### config.mk
export PLATFORM = sky130hd
export DESIGN_NAME = conv_mac_seq
export DESIGN_NICKNAME = d
export VERILOG_FILES = /design/src/rtl/conv_pkg.sv /design/src/rtl/q_saturate.sv /design/src/rtl/conv_mac_seq.sv
export SDC_FILE = /design/constraint.sdc
export NUM_CORES = 2
export LEC_CHECK = 0
export ABC_AREA = 0
export CORE_AREA = 5 5 331 333
export CTS_BUF_LIST = sky130_fd_sc_hd__clkbuf_8
export DETAILED_ROUTE_END_ITERATION = 10
export DIE_AREA = 0 0 336 338
export PLACE_DENSITY = 0.8
export SKIP_CTS_REPAIR_TIMING = 1
export SYNTH_ARGS = -nofsm -noshare
export SYNTH_HDL_FRONTEND = slang
export SYNTH_SLANG_ARGS = --single-unit
### constraint.sdc
create_clock -name clk -period 35.7 [get_ports clk]
set_clock_uncertainty 0.15 [all_clocks]
set_input_delay 3.57 -clock clk [delete_from_list [all_inputs] [get_ports clk]]
set_output_delay 3.57 -clock clk [all_outputs]
set_load 0.01 [all_outputs]
### src/rtl/conv_pkg.sv
// Shared definitions for the fixed-point convolution MAC family:
// accumulator sizing, Q-format constants and the sequencer state type.
package conv_pkg;

  localparam int Q_FRAC_W = 16;
  localparam int Q_ONE    = 1 << Q_FRAC_W;

  typedef enum logic [1:0] {
    IDLE,
    ACC,
    OUT
  } state_t;

  // Wide enough for TAPS full-precision products without overflow.
  function automatic int acc_width(input int data_w, input int taps);
    return 2 * data_w + $clog2(taps);
  endfunction

endpackage

### src/rtl/q_saturate.sv
// Rescales a wide fixed-point accumulator back to DATA_W bits with
// floor rounding, clipping to the signed range and flagging the clip.
module q_saturate #(
  parameter int ACC_W  = 68,
  parameter int DATA_W = 32,
  parameter int FRAC_W = 16
) (
  input  logic signed [ACC_W-1:0]  acc,
  output logic signed [DATA_W-1:0] data,
  output logic                     sat
);

  logic signed [ACC_W-1:0]      w_shr;
  logic        [ACC_W-DATA_W:0] w_hi;
  logic                         w_ovf;

  assign w_shr = acc >>> FRAC_W;
  // The value fits only if every bit above the result sign bit matches it.
  assign w_hi  = w_shr[ACC_W-1:DATA_W-1];
  assign w_ovf = !((&w_hi) || !(|w_hi));

  always_comb begin
    sat  = w_ovf;
    data = w_shr[DATA_W-1:0];
    if (w_ovf) begin
      data = w_shr[ACC_W-1] ? {1'b1, {(DATA_W-1){1'b0}}}
                            : {1'b0, {(DATA_W-1){1'b1}}};
    end
  end

endmodule

### src/rtl/conv_mac_seq.sv
// Streaming signed fixed-point dot product of a TAPS-sample window against
// a programmable weight bank, with a saturating valid/ready result port.
module conv_mac_seq
  import conv_pkg::*;
#(
  parameter int DATA_W = 32,
  parameter int FRAC_W = 16,
  parameter int TAPS   = 9
) (
  input  logic                       clk,
  input  logic                       rst,
  input  logic                       w_we,
  input  logic [$clog2(TAPS)-1:0]    w_addr,
  input  logic signed [DATA_W-1:0]   w_data,
  input  logic                       in_valid,
  output logic                       in_ready,
  input  logic signed [DATA_W-1:0]   in_data,
  output logic                       out_valid,
  input  logic                       out_ready,
  output logic signed [DATA_W-1:0]   out_data,
  output logic                       out_sat,
  output logic                       busy
);

  localparam int ACC_W = acc_width(DATA_W, TAPS);
  localparam int TAP_W = $clog2(TAPS);
  localparam logic [TAP_W-1:0] LAST_TAP = TAP_W'(TAPS - 1);

  state_t                    r_state, w_state_next;
  logic                      r_in_ready;
  logic [TAP_W-1:0]          r_tap;
  logic signed [DATA_W-1:0]  r_w [TAPS];
  logic signed [ACC_W-1:0]   r_acc;
  logic signed [DATA_W-1:0]  r_out_data;
  logic                      r_out_sat;

  logic                      w_accept;
  logic                      w_last;
  logic signed [2*DATA_W-1:0] w_prod;
  logic signed [ACC_W-1:0]   w_acc_sum;
  logic signed [DATA_W-1:0]  w_sat_data;
  logic                      w_sat;

  assign w_accept  = in_valid && r_in_ready;
  assign w_last    = (r_state == ACC) && (r_tap == LAST_TAP);
  assign w_prod    = in_data * r_w[r_tap];
  // IDLE starts a fresh window, so the old accumulator is ignored there.
  assign w_acc_sum = ((r_state == IDLE) ? '0 : r_acc)
                   + {{(ACC_W-2*DATA_W){w_prod[2*DATA_W-1]}}, w_prod};

  q_saturate #(
    .ACC_W  (ACC_W),
    .DATA_W (DATA_W),
    .FRAC_W (FRAC_W)
  ) u_sat (
    .acc  (w_acc_sum),
    .data (w_sat_data),
    .sat  (w_sat)
  );

  always_comb begin
    w_state_next = r_state;
    case (r_state)
      IDLE:    if (w_accept) w_state_next = ACC;
      ACC:     if (w_accept && w_last) w_state_next = OUT;
      OUT:     if (out_ready) w_state_next = IDLE;
      default: w_state_next = IDLE;
    endcase
  end

  always_ff @(posedge clk or posedge rst) begin
    if (rst) begin
      r_state    <= IDLE;
      r_in_ready <= 1'b0;
    end else begin
      r_state    <= w_state_next;
      r_in_ready <= (w_state_next != OUT);
    end
  end

  always_ff @(posedge clk or posedge rst) begin
    if (rst) begin
      r_acc      <= '0;
      r_tap      <= '0;
      r_out_data <= '0;
      r_out_sat  <= 1'b0;
    end else if (w_accept) begin
      r_acc <= w_acc_sum;
      r_tap <= w_last ? '0 : r_tap + 1'b1;
      if (w_last) begin
        r_out_data <= w_sat_data;
        r_out_sat  <= w_sat;
      end
    end
  end

  // Weights are only writable between windows; out-of-range indices drop.
  always_ff @(posedge clk or posedge rst) begin
    if (rst) begin
      for (int i = 0; i < TAPS; i++) r_w[i] <= '0;
    end else if (w_we && (r_state == IDLE) && (int'(w_addr) < TAPS)) begin
      r_w[w_addr] <= w_data;
    end
  end

  assign in_ready  = r_in_ready;
  assign out_valid = (r_state == OUT);
  assign out_data  = r_out_data;
  assign out_sat   = r_out_sat;
  assign busy      = (r_state != IDLE);

endmodule

Word level (Yosys, flattened, before mapping)
Cells that the tools add are included.
{ "word_totals": {"out_inout_bits": 36, "in_bits": 73, "reg_bits": 396, "wordCells": 56} }
{ "classes": {"n_mux": 14, "addsub": 2, "mul": 1, "magnitude_cmp": 4, "n_eq_ne": 4, "bitwise_logic": 2, "reduce_logical": 14} }
{ "ops": {"columns": ["cell", "n"], "rows": [
  ["bitwise mux 288 bit", 1],
  ["2-to-1 mux 32 bit", 5],
  ["binary-select mux 32 bit (select 4 bit)", 1],
  ["demux 32 bit (select 4 bit)", 1],
  ["adder 68 bit", 1],
  ["2-to-1 mux 68 bit", 1],
  ["multiplier 32 x 32 -> 64 bit", 1],
  ["AND reduction 21 bit", 1],
  ["OR reduction 21 bit", 1],
  [">= comparator 5 bit, second input constant", 2],
  ["inverter 4 -> 5 bit", 2],
  ["logical AND 1 bit", 6],
  ["2-to-1 mux 2 bit", 3],
  ["case mux 2 bit (3 select lines)", 1],
  ["less-than comparator 5 x 1 -> 1 bit, second input constant", 1],
  ["adder 4 x 1 -> 4 bit, second input constant", 1],
  ["equality test 4 bit, second input constant", 1],
  ["less-than comparator 4 bit, second input constant", 1],
  ["2-to-1 mux 4 bit", 1],
  ["equality test 2 x 1 -> 1 bit, second input constant", 1],
  ["equality test 2 bit, second input constant", 1],
  ["zero test 1 bit", 2],
  ["zero test 2 bit", 1],
  ["!= test 2 bit, second input constant", 1],
  ["other kinds (3)", 3]
]} }

Longest topological paths before layout
{ "depth": {"ltp_word": 10, "ltp_mapped": 52, "ltp_nobuf": 46} }

Hierarchy
A second synthesis with hierarchy kept.
{ "unflattened": {"hier_cells": 5800, "area_unflattened_um2": 58254.6} }
{ "modules_own_cells": {"columns": ["mod", "n_inst", "seq_area_each_um2", "cells_each", "area_each_um2"], "rows": [
  ["conv_mac_seq", 1, 9909.5, 5706, 57597.7],
  ["q_saturate", 1, 0.0, 94, 656.9]
]} }

Least setup slack after synthesis
Ideal clock, no wire load.
{ "synth_path": {"path_type": "in2reg", "from": "input port in_data[9]", "to": "register r_out_data[0] (netlist: out_data[0])", "arrival_ns": 13.472, "n_path_buf": 3, "t_required_ns": 35.427, "slack_ns": 21.955, "stages": 45, "path_cell_list": "clkbuf_1 nand2_1 fa_1 inv_1 fa_1 fa_1 inv_1 fa_1 inv_1 fa_1 inv_1 fa_1 inv_1 fa_1 fa_1 ha_1 nand4_1 nor3_1 (+9 left out) o21ai_0 xor2_1 ha_1 buf_6 a21o_1 a21o_1 a21oi_1 o21ai_0 a21o_1 a221o_1 or3_1 a32oi_1 nand4_1 nor4_1 nand4_1 o21ai_2 buf_4 a21oi_2"} }
{ "synth_via": {"elab_chain_cells": 6} }
{ "synth_lines": {"columns": ["item", "line_no", "rtl"], "rows": [
  ["start: declaration", "conv_mac_seq.sv:17", "input logic signed [DATA_W-1:0] in_data,"],
  ["multiplier 32 x 32 -> 64 bit (*)", "conv_mac_seq.sv:46", "assign w_prod = in_data * r_w[r_tap];"],
  ["adder 68 bit (*)", "conv_mac_seq.sv:49", "+ {{(ACC_W-2*DATA_W){w_prod[2*DATA_W-1]}}, w_prod};"],
  ["OR reduction 21 bit", "q_saturate.sv:20", "assign w_ovf = !((&w_hi) || !(|w_hi));"],
  ["zero test 1 bit", "q_saturate.sv:20", null],
  ["logical OR 1 bit", "q_saturate.sv:20", null],
  ["2-to-1 mux 32 bit (*)", "q_saturate.sv:25", "if (w_ovf) begin"],
  ["end signal: assignment", "conv_mac_seq.sv:91", "r_out_data <= w_sat_data;"],
  ["end: declaration", "conv_mac_seq.sv:34", "logic signed [DATA_W-1:0] r_out_data;"]
]} }
Mark *: on every way between the ends. The rest lies on a longest branch, timed or not.
A chain may end at the register's enable or synchronous reset.

Worst setup path in the final report
{ "layout_path": {"from": "input port in_data[12]", "to": "register r_out_sat (netlist: out_sat)"} }
{ "layout_via": {"elab_chain_cells": 6} }
{ "layout_lines": {"columns": ["item", "line_no", "rtl"], "rows": [
  ["multiplier 32 x 32 -> 64 bit (*)", "conv_mac_seq.sv:46", null],
  ["adder 68 bit (*)", "conv_mac_seq.sv:49", null],
  ["OR reduction 21 bit", "q_saturate.sv:20", null],
  ["zero test 1 bit", "q_saturate.sv:20", null],
  ["logical OR 1 bit (*)", "q_saturate.sv:20", null],
  ["zero test 1 bit (*)", "q_saturate.sv:20", null],
  ["end signal: assignment", "conv_mac_seq.sv:92", "r_out_sat <= w_sat;"],
  ["end: declaration", "conv_mac_seq.sv:35", "logic r_out_sat;"]
]} }
Marks and branches as above.

==> metrics.yaml <==
outcome: "finished clean"
ys_ff_latch: 396
layout-drive-gt1-share_pct: 11.95
dp_hpwl_mm: 112.2
async_flop_share_pct: 100.0
r2r_start: "r_tap[0]"
layout_common_cells: "1,083 x fa_1, 979 x inv_1, 726 x nand2_1"
yosys.cell_types.count: 94
worstPathRequired_ps: 36070
htreeDepth: 3
cp_slowest_cell: "fa_1"
synth_fp_nets: 7172
core.rowCount: 120
die-height_um: 338
fmax_ghz: 0.06450
initialDrtViolationCount: 2950
synth_ff_type: "dfrtp_1"
syn_inst: 5763
synth_edf_count: 0
num_vias: 41170
syn_avg_cell_area_um2: 10.06
start_util_pct: 54.55
cpPeakStageDelay_ps: 530
fp.dieW_um: 336
ctsRootBufferMaster: "clkbuf_8"
reg2reg_depth: 43
place_congestion: 0.9433
fin_nets: 7107
cp_common_cell: "fa_1"
ys_warn_count: 0
cts.sinks: 396
grt-ovfl-total: 0
place_area_um2: 60330
worstHoldStart: "r_acc[23]"
antenna_found_initial: 2
drt_wl_total_mm: 147.7
worst_pin_slew_ps: 1163
maxCapViolations: 0
grt_pass1_wl_mm: 241.5
final_hold_viol_count: 0
tns_ps: 0
route.detailed.drc: 0
wl_per_cell_um: 20.68
fillCellCount: 8765
syn_area_um2: 57990
routed_via_density: 5.762
slew_headroom_pct: 22.19
r2r_setup_slack_ps: 21050
area_growth_syn_to_layout_pct: 6.255
ys_seq_area_share_pct: 17.09
period_minus_slack_ps: 15500
holdPathEnd: "r_acc[23]"
crit_path_max_fanout: 32
pin_count: 109
port_buffers: 108
timing.rr.end: "out_sat"
worst-setup-path-type: "in -> reg"
grt.total_usage_pct: 26.67
start_kind: "primary input"
drv_slew: 0
grt_pass1_vias: 45680
crit_arrival_ps: 15880
cts_buffers: 67
critPathCaptureType: "flop"
holdPathStages: 2
fp.coreArea_um2: 106300
first_pass_iters: 6
fin_crit_sh_pct: 43.43
clock_latency_ps: 690
rsz0062_at_grt: "false"
setup_violations: 0
die-area_um2: 113600
layout_commonest_cell: "fa_1"
clk_pin_slew_ps: 60
ant_nets: 0
stdcell_area_um2: 61620
clk_path_buf_depth: 3
grt_max_degree: 191
hp-class: "reg -> reg"
cts_tree: "done"
==> layer usage <==
metal,part of all wire [%],vias to the layer above,track usage [%]
met4,4.7,0,11.52
li1,-,17740,-
met5,0,-,0
met1,38,21260,32.75
met3,7.0,468,4.413
met2,51,1696,46.90
==> worst max-delay path, delay by kind of cell <==
kind	cells	cell delay, ps
buf+inv	6	1070
fa+ha+maj	10	4660
compound gates	15	4010
simple gates	9	2300
xor+xnor	1	240
==> how the worst max path moves through the flow <==
stage | from | endpoint | slack, ps | depth (start not counted)
2_1_floorplan | rst | in_ready | 20970 | 1
3_3_place_gp | in_data[9] | out_sat | 19810 | 42
3_5_place_dp | in_data[31] | out_sat | 19740 | 37
4_1_cts | in_data[12] | out_sat | 20430 | 41
5_1_grt | in_data[9] | out_sat | 19620 | 43
6_report | in_data[12] | out_sat | 20200 | 41
==> final cells by class <==
cell class | count | area [um2] | area share (%)
well taps | 1403 | 1755 | 2.849
clock buffers | 78 | 1074 | 1.742
diodes | 2 | 5.005 | 0.008122
repair buffers | 188 | 1689 | 2.741
clock inverters | 32 | 206.4 | 0.3350
flip-flops and latches | 396 | 9917 | 16.09
inverters | 964 | 3626 | 5.885
multi-input cells | 4081 | 43350 | 70.35
==> through the flow <==
step	setup slack (ps)	std cells	util (%)	hold slack [ps]
floorplan	20970	5763	-	280.4
global placement	19810	7032	56.76	292.8
detailed placement	19740	7032	56.76	304.2
CTS	20430	7142	57.96	317.5
global route	19620	7143	57.96	340.9
finish	20200	7144	57.96	317.3
==> sequential cells by signal (all words and copies together) (netlist names) <==
| register | flops |
|---|---|
| r_w | 288 |
| r_acc | 68 |
| out_data | 32 |
| r_tap | 4 |
| r_state | 2 |
| in_ready | 1 |
| out_sat | 1 |
==> synthesized netlist by cell type (all sizes together), types with 7 or more instances <==
library cell,number,area [um2]
xor2,40,350.3
nor3,24,130.1
mux2i,34,340.3
ha,253,3166
nand2b,13,81.33
inv,964,3618
mux2,315,3547
a211oi,9,72.57
nand4,29,187.7
a31oi,17,106.4
mux4,64,1441
fa,1083,21680
clkbuf,272,1040
nor2,145,544.3
a21oi,171,983.5
nand3,26,130.1
o31ai,10,80.07
o21bai,17,127.6
xnor2,94,838.3
and3,11,73.82
nand2,729,2741
nor3b,7,52.55
a221oi,8,82.58
or2,15,98.85
o211ai,14,105.1
and2,583,3651
o21a,17,127.6
and4,9,81.33
nor2b,13,81.33
nor4,15,121.4
buf,49,329.1
a21o,62,468.0
dfrtp,396,9910
o21ai,185,944.7
a21boi,8,63.81
==> logic make-up after synthesis <==
logic type | synth area share [%]
AO/OA/AOI/OAI | 6.261
XOR/XNOR | 2.050
adder cells (fa/ha/maj) | 42.85
buffers and inverters | 8.617
flip-flops | 17.09
multiplexers | 9.189
AND/OR/NAND/NOR | 13.95
Power is not shown: default switching activity piles up to over one toggle a cycle in this logic, so the estimate is an artifact.
